[config.mk]
export PLATFORM = sky130hd
export DESIGN_NAME = ub_multitap_delay_line
export DESIGN_NICKNAME = d
export VERILOG_FILES = /design/src/rtl/ub_pkg.sv /design/src/rtl/ub_ring_mem.sv /design/src/rtl/ub_multitap_delay_line.sv
export SDC_FILE = /design/constraint.sdc
export NUM_CORES = 2
export LEC_CHECK = 0
export ABC_AREA = 1
export CORE_ASPECT_RATIO = 2
export CORE_MARGIN = 8
export CORE_UTILIZATION = 35
export DETAILED_ROUTE_END_ITERATION = 8
export SKIP_LAST_GASP = 1
export SLEW_MARGIN = 20
export SYNTH_ARGS = -nofsm -noshare
export SYNTH_HDL_FRONTEND = slang
export SYNTH_SLANG_ARGS = --single-unit
[constraint.sdc]
create_clock -name clk -period 13.2 [get_ports clk]
set_clock_uncertainty 0.1 [all_clocks]
set_input_delay 3.3 -clock clk [delete_from_list [all_inputs] [get_ports clk]]
set_output_delay 3.3 -clock clk [all_outputs]
set_load 0.03 [all_outputs]
[src/rtl/ub_pkg.sv]
// Shared sizing helpers and types for unified-buffer delay structures.
// Pure declarations: no logic, no latency, no flow control.
package ub_pkg;

   localparam int DELAY_W = 16;

   typedef logic [DELAY_W-1:0] delay_t;

   // $clog2 that never returns 0, so 1-entry structures still get a 1-bit index
   function automatic int clog2_min1(input int n);
      return (n <= 1) ? 1 : $clog2(n);
   endfunction

endpackage

[src/rtl/ub_ring_mem.sv]
// WIDTH x DEPTH ring storage: one synchronous write port, NTAPS combinational read ports.
// Write visible on reads the cycle after the edge; no reset and no backpressure.
module ub_ring_mem #(
   parameter int WIDTH = 16,
   parameter int DEPTH = 66,
   parameter int NTAPS = 4,
   parameter int AW    = 7
) (
   input  logic                   clk,
   input  logic                   we,
   input  logic [AW-1:0]          waddr,
   input  logic [WIDTH-1:0]       wdata,
   input  logic [NTAPS*AW-1:0]    raddr,
   output logic [NTAPS*WIDTH-1:0] rdata
);

   logic [WIDTH-1:0] mem [DEPTH];

   always_ff @(posedge clk) begin
      if (we) begin
         mem[waddr] <= wdata;
      end
   end

   for (genvar t = 0; t < NTAPS; t++) begin : g_rd
      assign rdata[t*WIDTH +: WIDTH] = mem[raddr[t*AW +: AW]];
   end

endmodule

[src/rtl/ub_multitap_delay_line.sv]
// Shared-ring multi-tap delay line: tap t shows the word accepted D_t advances ago (D=0 bypasses).
// Outputs are combinational from registered state; in_en=0 stalls everything, flush clears fill state.
module ub_multitap_delay_line
   import ub_pkg::*;
#(
   parameter int                         WIDTH      = 16,
   parameter int                         NTAPS      = 4,
   parameter logic [NTAPS*DELAY_W-1:0]   TAP_DELAYS = {16'd66, 16'd65, 16'd1, 16'd2},
   parameter int                         MAX_DELAY  = 66,
   parameter bit                         STALL_EN   = 1'b1
) (
   input  logic                                 clk,
   input  logic                                 rst_n,
   input  logic                                 flush,
   input  logic                                 in_en,
   input  logic [WIDTH-1:0]                     in_data,
   output logic [NTAPS*WIDTH-1:0]               out_data,
   output logic [NTAPS-1:0]                     out_valid,
   output logic [clog2_min1(MAX_DELAY+1)-1:0]   fill_count
);

   localparam int DEPTH = (MAX_DELAY > 1) ? MAX_DELAY : 1;
   localparam int PTR_W = clog2_min1(DEPTH);
   localparam int CNT_W = clog2_min1(MAX_DELAY + 1);

   localparam logic [PTR_W-1:0] WP_LAST = PTR_W'(DEPTH - 1);
   localparam logic [CNT_W-1:0] CNT_MAX = CNT_W'(MAX_DELAY);

   if (NTAPS < 1) begin : g_bad_ntaps
      $fatal(1, "ub_multitap_delay_line: NTAPS must be >= 1");
   end
   if (WIDTH < 1) begin : g_bad_width
      $fatal(1, "ub_multitap_delay_line: WIDTH must be >= 1");
   end

   logic                     adv;
   logic                     wr;
   logic [PTR_W-1:0]         wp;
   logic [NTAPS*PTR_W-1:0]   raddr;
   logic [NTAPS*WIDTH-1:0]   rdata;

   assign adv = STALL_EN ? in_en : 1'b1;
   assign wr  = adv & ~flush;

   always_ff @(posedge clk or negedge rst_n) begin
      if (!rst_n) begin
         wp         <= '0;
         fill_count <= '0;
      end else if (flush) begin
         wp         <= '0;
         fill_count <= '0;
      end else if (adv) begin
         wp <= (wp == WP_LAST) ? '0 : wp + 1'b1;
         if (fill_count != CNT_MAX) begin
            fill_count <= fill_count + 1'b1;
         end
      end
   end

   ub_ring_mem #(
      .WIDTH (WIDTH),
      .DEPTH (DEPTH),
      .NTAPS (NTAPS),
      .AW    (PTR_W)
   ) u_mem (
      .clk   (clk),
      .we    (wr),
      .waddr (wp),
      .wdata (in_data),
      .raddr (raddr),
      .rdata (rdata)
   );

   // TAP_DELAYS is written MSB-first: the leftmost literal entry belongs to tap 0
   for (genvar t = 0; t < NTAPS; t++) begin : g_tap
      localparam int D = int'(TAP_DELAYS[(NTAPS-1-t)*DELAY_W +: DELAY_W]);

      if (D > MAX_DELAY) begin : g_bad_delay
         $fatal(1, "ub_multitap_delay_line: tap delay exceeds MAX_DELAY");
      end

      logic [PTR_W-1:0] ra;
      logic [WIDTH-1:0] tap_word;
      logic             tap_vld;

      always_comb begin
         int a;
         a = int'(wp) - D;
         if (a < 0) begin
            a = a + DEPTH;
         end
         ra = a[PTR_W-1:0];
      end

      assign raddr[t*PTR_W +: PTR_W] = ra;
      assign tap_word = (D == 0) ? in_data : rdata[t*WIDTH +: WIDTH];
      assign tap_vld  = (D == 0) ? adv : (int'(fill_count) >= D);

      assign out_valid[t]              = tap_vld;
      assign out_data[t*WIDTH +: WIDTH] = tap_vld ? tap_word : '0;
   end

endmodule

==> reports/results.ini <==
[clock_network]
cts_made_buffers = 98
clockBufferDepth = 3
clk_pin_slew_ns = 0.07
numClockSinks = 1070
htreeDepth = 3
clk_latency_ns = 0.73
cts_root_buf = clkbuf_16
tritoncts = built
post-cts-setup-buffers = 0
cts_resized = 0
cts_hold_buffers = 0

[yosys]
synthesis.nets = 9060
synth_edf_count = 1056
synth_ff_type = edfxtp_1
synth_cells = 9028
async_flop_share = 0.0131
synth_top_area_share = 0.472
synth.most_common_cell = nand2_1
avgSynthCellArea_um2 = 7.44
synth_area_leaders = edfxtp_1 47%, nand2_1 17%, nand3_1 17%
ys_top_cells_by_count = 3068 x nand2_1, 2257 x nand3_1, 1063 x o21ai_0, 1056 x edfxtp_1, 658 x inv_1
ys_seq_area_frac = 0.477
ys_types = 34
synth_top_area_cell = edfxtp_1
ys_seq_elements = 1070
netlist_area_um2 = 67200
yosys_warnings = 0

[drt]
post_drt_wl_per_cell_um = 29.0
vias_per_cell = 6.05
drcViolationCount = 0
wl_um = 328000
routed-via-count = 68203
drt_iter0_markers = 9847
ant_nets = 0
dr.pass1.iters = 9

[timing]
hold_viol_final = 0
tns_ns = 0
fmax_mhz = 91.8
slew_violations = 0
whs_ns = 0.569
slew_headroom = 0.130
min_period_over_period = 0.825
finalCriticalPeriod_ns = 10.89
setup_viol = 0
worstMarginPinSlew_ns = 1.31
rsz0062_at_grt = false

[run_status]
outcome = completed

[critical_path]
worst_ep_required_time_ns = 9.80
crit_path_frequent_cell = nand3_1
crit_fanout = 159
startpoint = wp[0]$_DFFE_PN0P_
cp_slowest_stage_delay_ns = 0.79
critPathLaunchType = flip-flop
crit_chain = inv_8 > ha_1 > inv_1 > nand2_4 > nand2_4 > buf_4 > buf_4 > nand2_1 > nand3_1 > nand3_1 > nand3_1 > nand3_1 > nand3_1 > nand2_1 > inv_1 > clkdlybuf4s50_1
end_kind = output pin
crit_slowest_cell = buf_4
reg2reg_from = wp[0]$_DFFE_PN0P_
crit_arrival_ns = 7.49
path_class = flip-flop to output pin

[min_path]
hold_class = flip-flop to flip-flop
min_from = fill_count[6]$_DFFE_PN0P_

[global_routing]
antenna_found_initial = 6
grt_pass1_wl_um = 458000
grt_overflow = 0
grt_pass1_vias = 63588
grt_start_max_net_pins = 205
gr-usage-all-layers = 0.301

[die]
core_region_area_um2 = 191000
die_h_um = 635
start_util = 0.352
io_pins = 95
die-area_um2 = 207000
rows = 227
fp.dieW_um = 326

[placement]
placed_area_um2 = 69900
gp_congestion = 0.979
hpwl_um = 208000
portBuffers = 94

[finish]
drive_gt1_frac = 0.0525
area_growth_pct = 9.27
design_area_um2 = 73400
fin_nets = 8707

[job]
cap_violations = 0

[pwr]
powerDensity_nw_per_um2 = 153
ir_drop_mv = 0.105
p_leak_nw = 29.1

## final timing paths
check / endpoint / slack, ns / cells after the start
setup / recovery: out_data[40] / 2.31 / 16
hold / removal: fill_count[6]$_DFFE_PN0P_ / 0.57 / 2
setup reg to reg: u_mem.mem[63][4]$_DFFE_PP_ / 8.09 / 7
hold reg to reg: fill_count[6]$_DFFE_PN0P_ / 0.57 / 2
max in group asynchronous: wp[0]$_DFFE_PN0P_ / 9.20 / 1
min in group asynchronous: fill_count[6]$_DFFE_PN0P_ / 3.04 / 1
## cell families (layout without fill, tap and decap cells)
| family | count (synthesis) | after routing | share of synthesized area |
|---|---|---|---|
| buf+inv | 1374 | 1105 | 0.0857 |
| other cells | 0 | 2 | 0 |
| compound gates | 1123 | 1123 | 0.0845 |
| simple gates | 5428 | 5428 | 0.347 |
| xor+xnor | 21 | 21 | 0.00363 |
| flops | 1070 | 1070 | 0.477 |
| fa+ha+maj | 12 | 12 | 0.00224 |
## registers in the layout (all words and copies together), names as in the netlist
| register | count |
|---|---|
| fill_count | 7 |
| u_mem.mem | 1056 |
| wp | 7 |
## power breakdown
part	internal [mW]	leakage [nW]	total (mW)	switching, mW
sequential	3.74	9.68	3.75	0.0129
clock	1.64	1.60	3.08	1.43
combinational	1.01	17.8	4.37	3.37
total	6.39	29.1	11.2	4.81
## per-stage QoR
stage,cells,power (mW),util,setup WS [ns]
detailed placement,11086,7.97,0.366,3.28
finish,11280,11.2,0.384,2.31
CTS,11270,11.0,0.384,2.49
floorplan,9028,6.19,-,6.17
global route,11279,11.4,0.384,2.16
global placement,11082,7.96,0.366,3.36
## critical path: cells and delay by family, from the launching register on
kind,cells,cell delay (ns)
fa+ha+maj,1,0.42
buf+inv,6,3.27
flops,1,0.71
simple gates,9,2.19
## routing by layer
metal	share of wire	vias up	track usage
li1	-	29640	-
met1	0.31	31820	0.316
met2	0.46	5014	0.497
met3	0.10	1723	0.0576
met4	0.13	6	0.298
met5	0.00014	-	0
## cell type report
cell class | instances | area (um2)
multi-input cells | 6584 | 30000
clock inverters | 72 | 749
clock buffers | 112 | 2570
fillers | 19493 | 117000
flip-flops and latches | 1070 | 32100
inverters | 674 | 2560
well taps | 2519 | 3150
diodes | 2 | 5.00
repair buffers | 247 | 2310
## cell usage in the layout, fill, tap and decap left out, types with 2 or more instances in the layout
cell	n
nor2_1	18
xor2_4	2
edfxtp_1	1056
a21oi_1	36
clkinv_8	4
o21ai_4	10
bufinv_16	12
xor2_1	12
nand2_4	13
diode_2	2
o21ai_2	4
ha_1	12
inv_1	654
nor2_2	11
nand4_1	3
xnor2_1	4
nor3_1	3
clkinv_1	17
o21ai_0	1056
clkbuf_1	10
nand3_1	2257
clkinv_4	6
inv_8	3
o21ai_1	8
buf_12	24
clkbuf_8	2
nand2_2	12
dfrtp_1	13
nand2_1	3053
inv_2	14
buf_4	130
clkbuf_16	100
clkdlybuf4s50_1	78
clkinv_2	20
inv_6	5
clkinvlp_4	11
xor2_2	2
buf_2	15
nor2_4	56
o22ai_1	6
(Power assumes the default switching activity.)
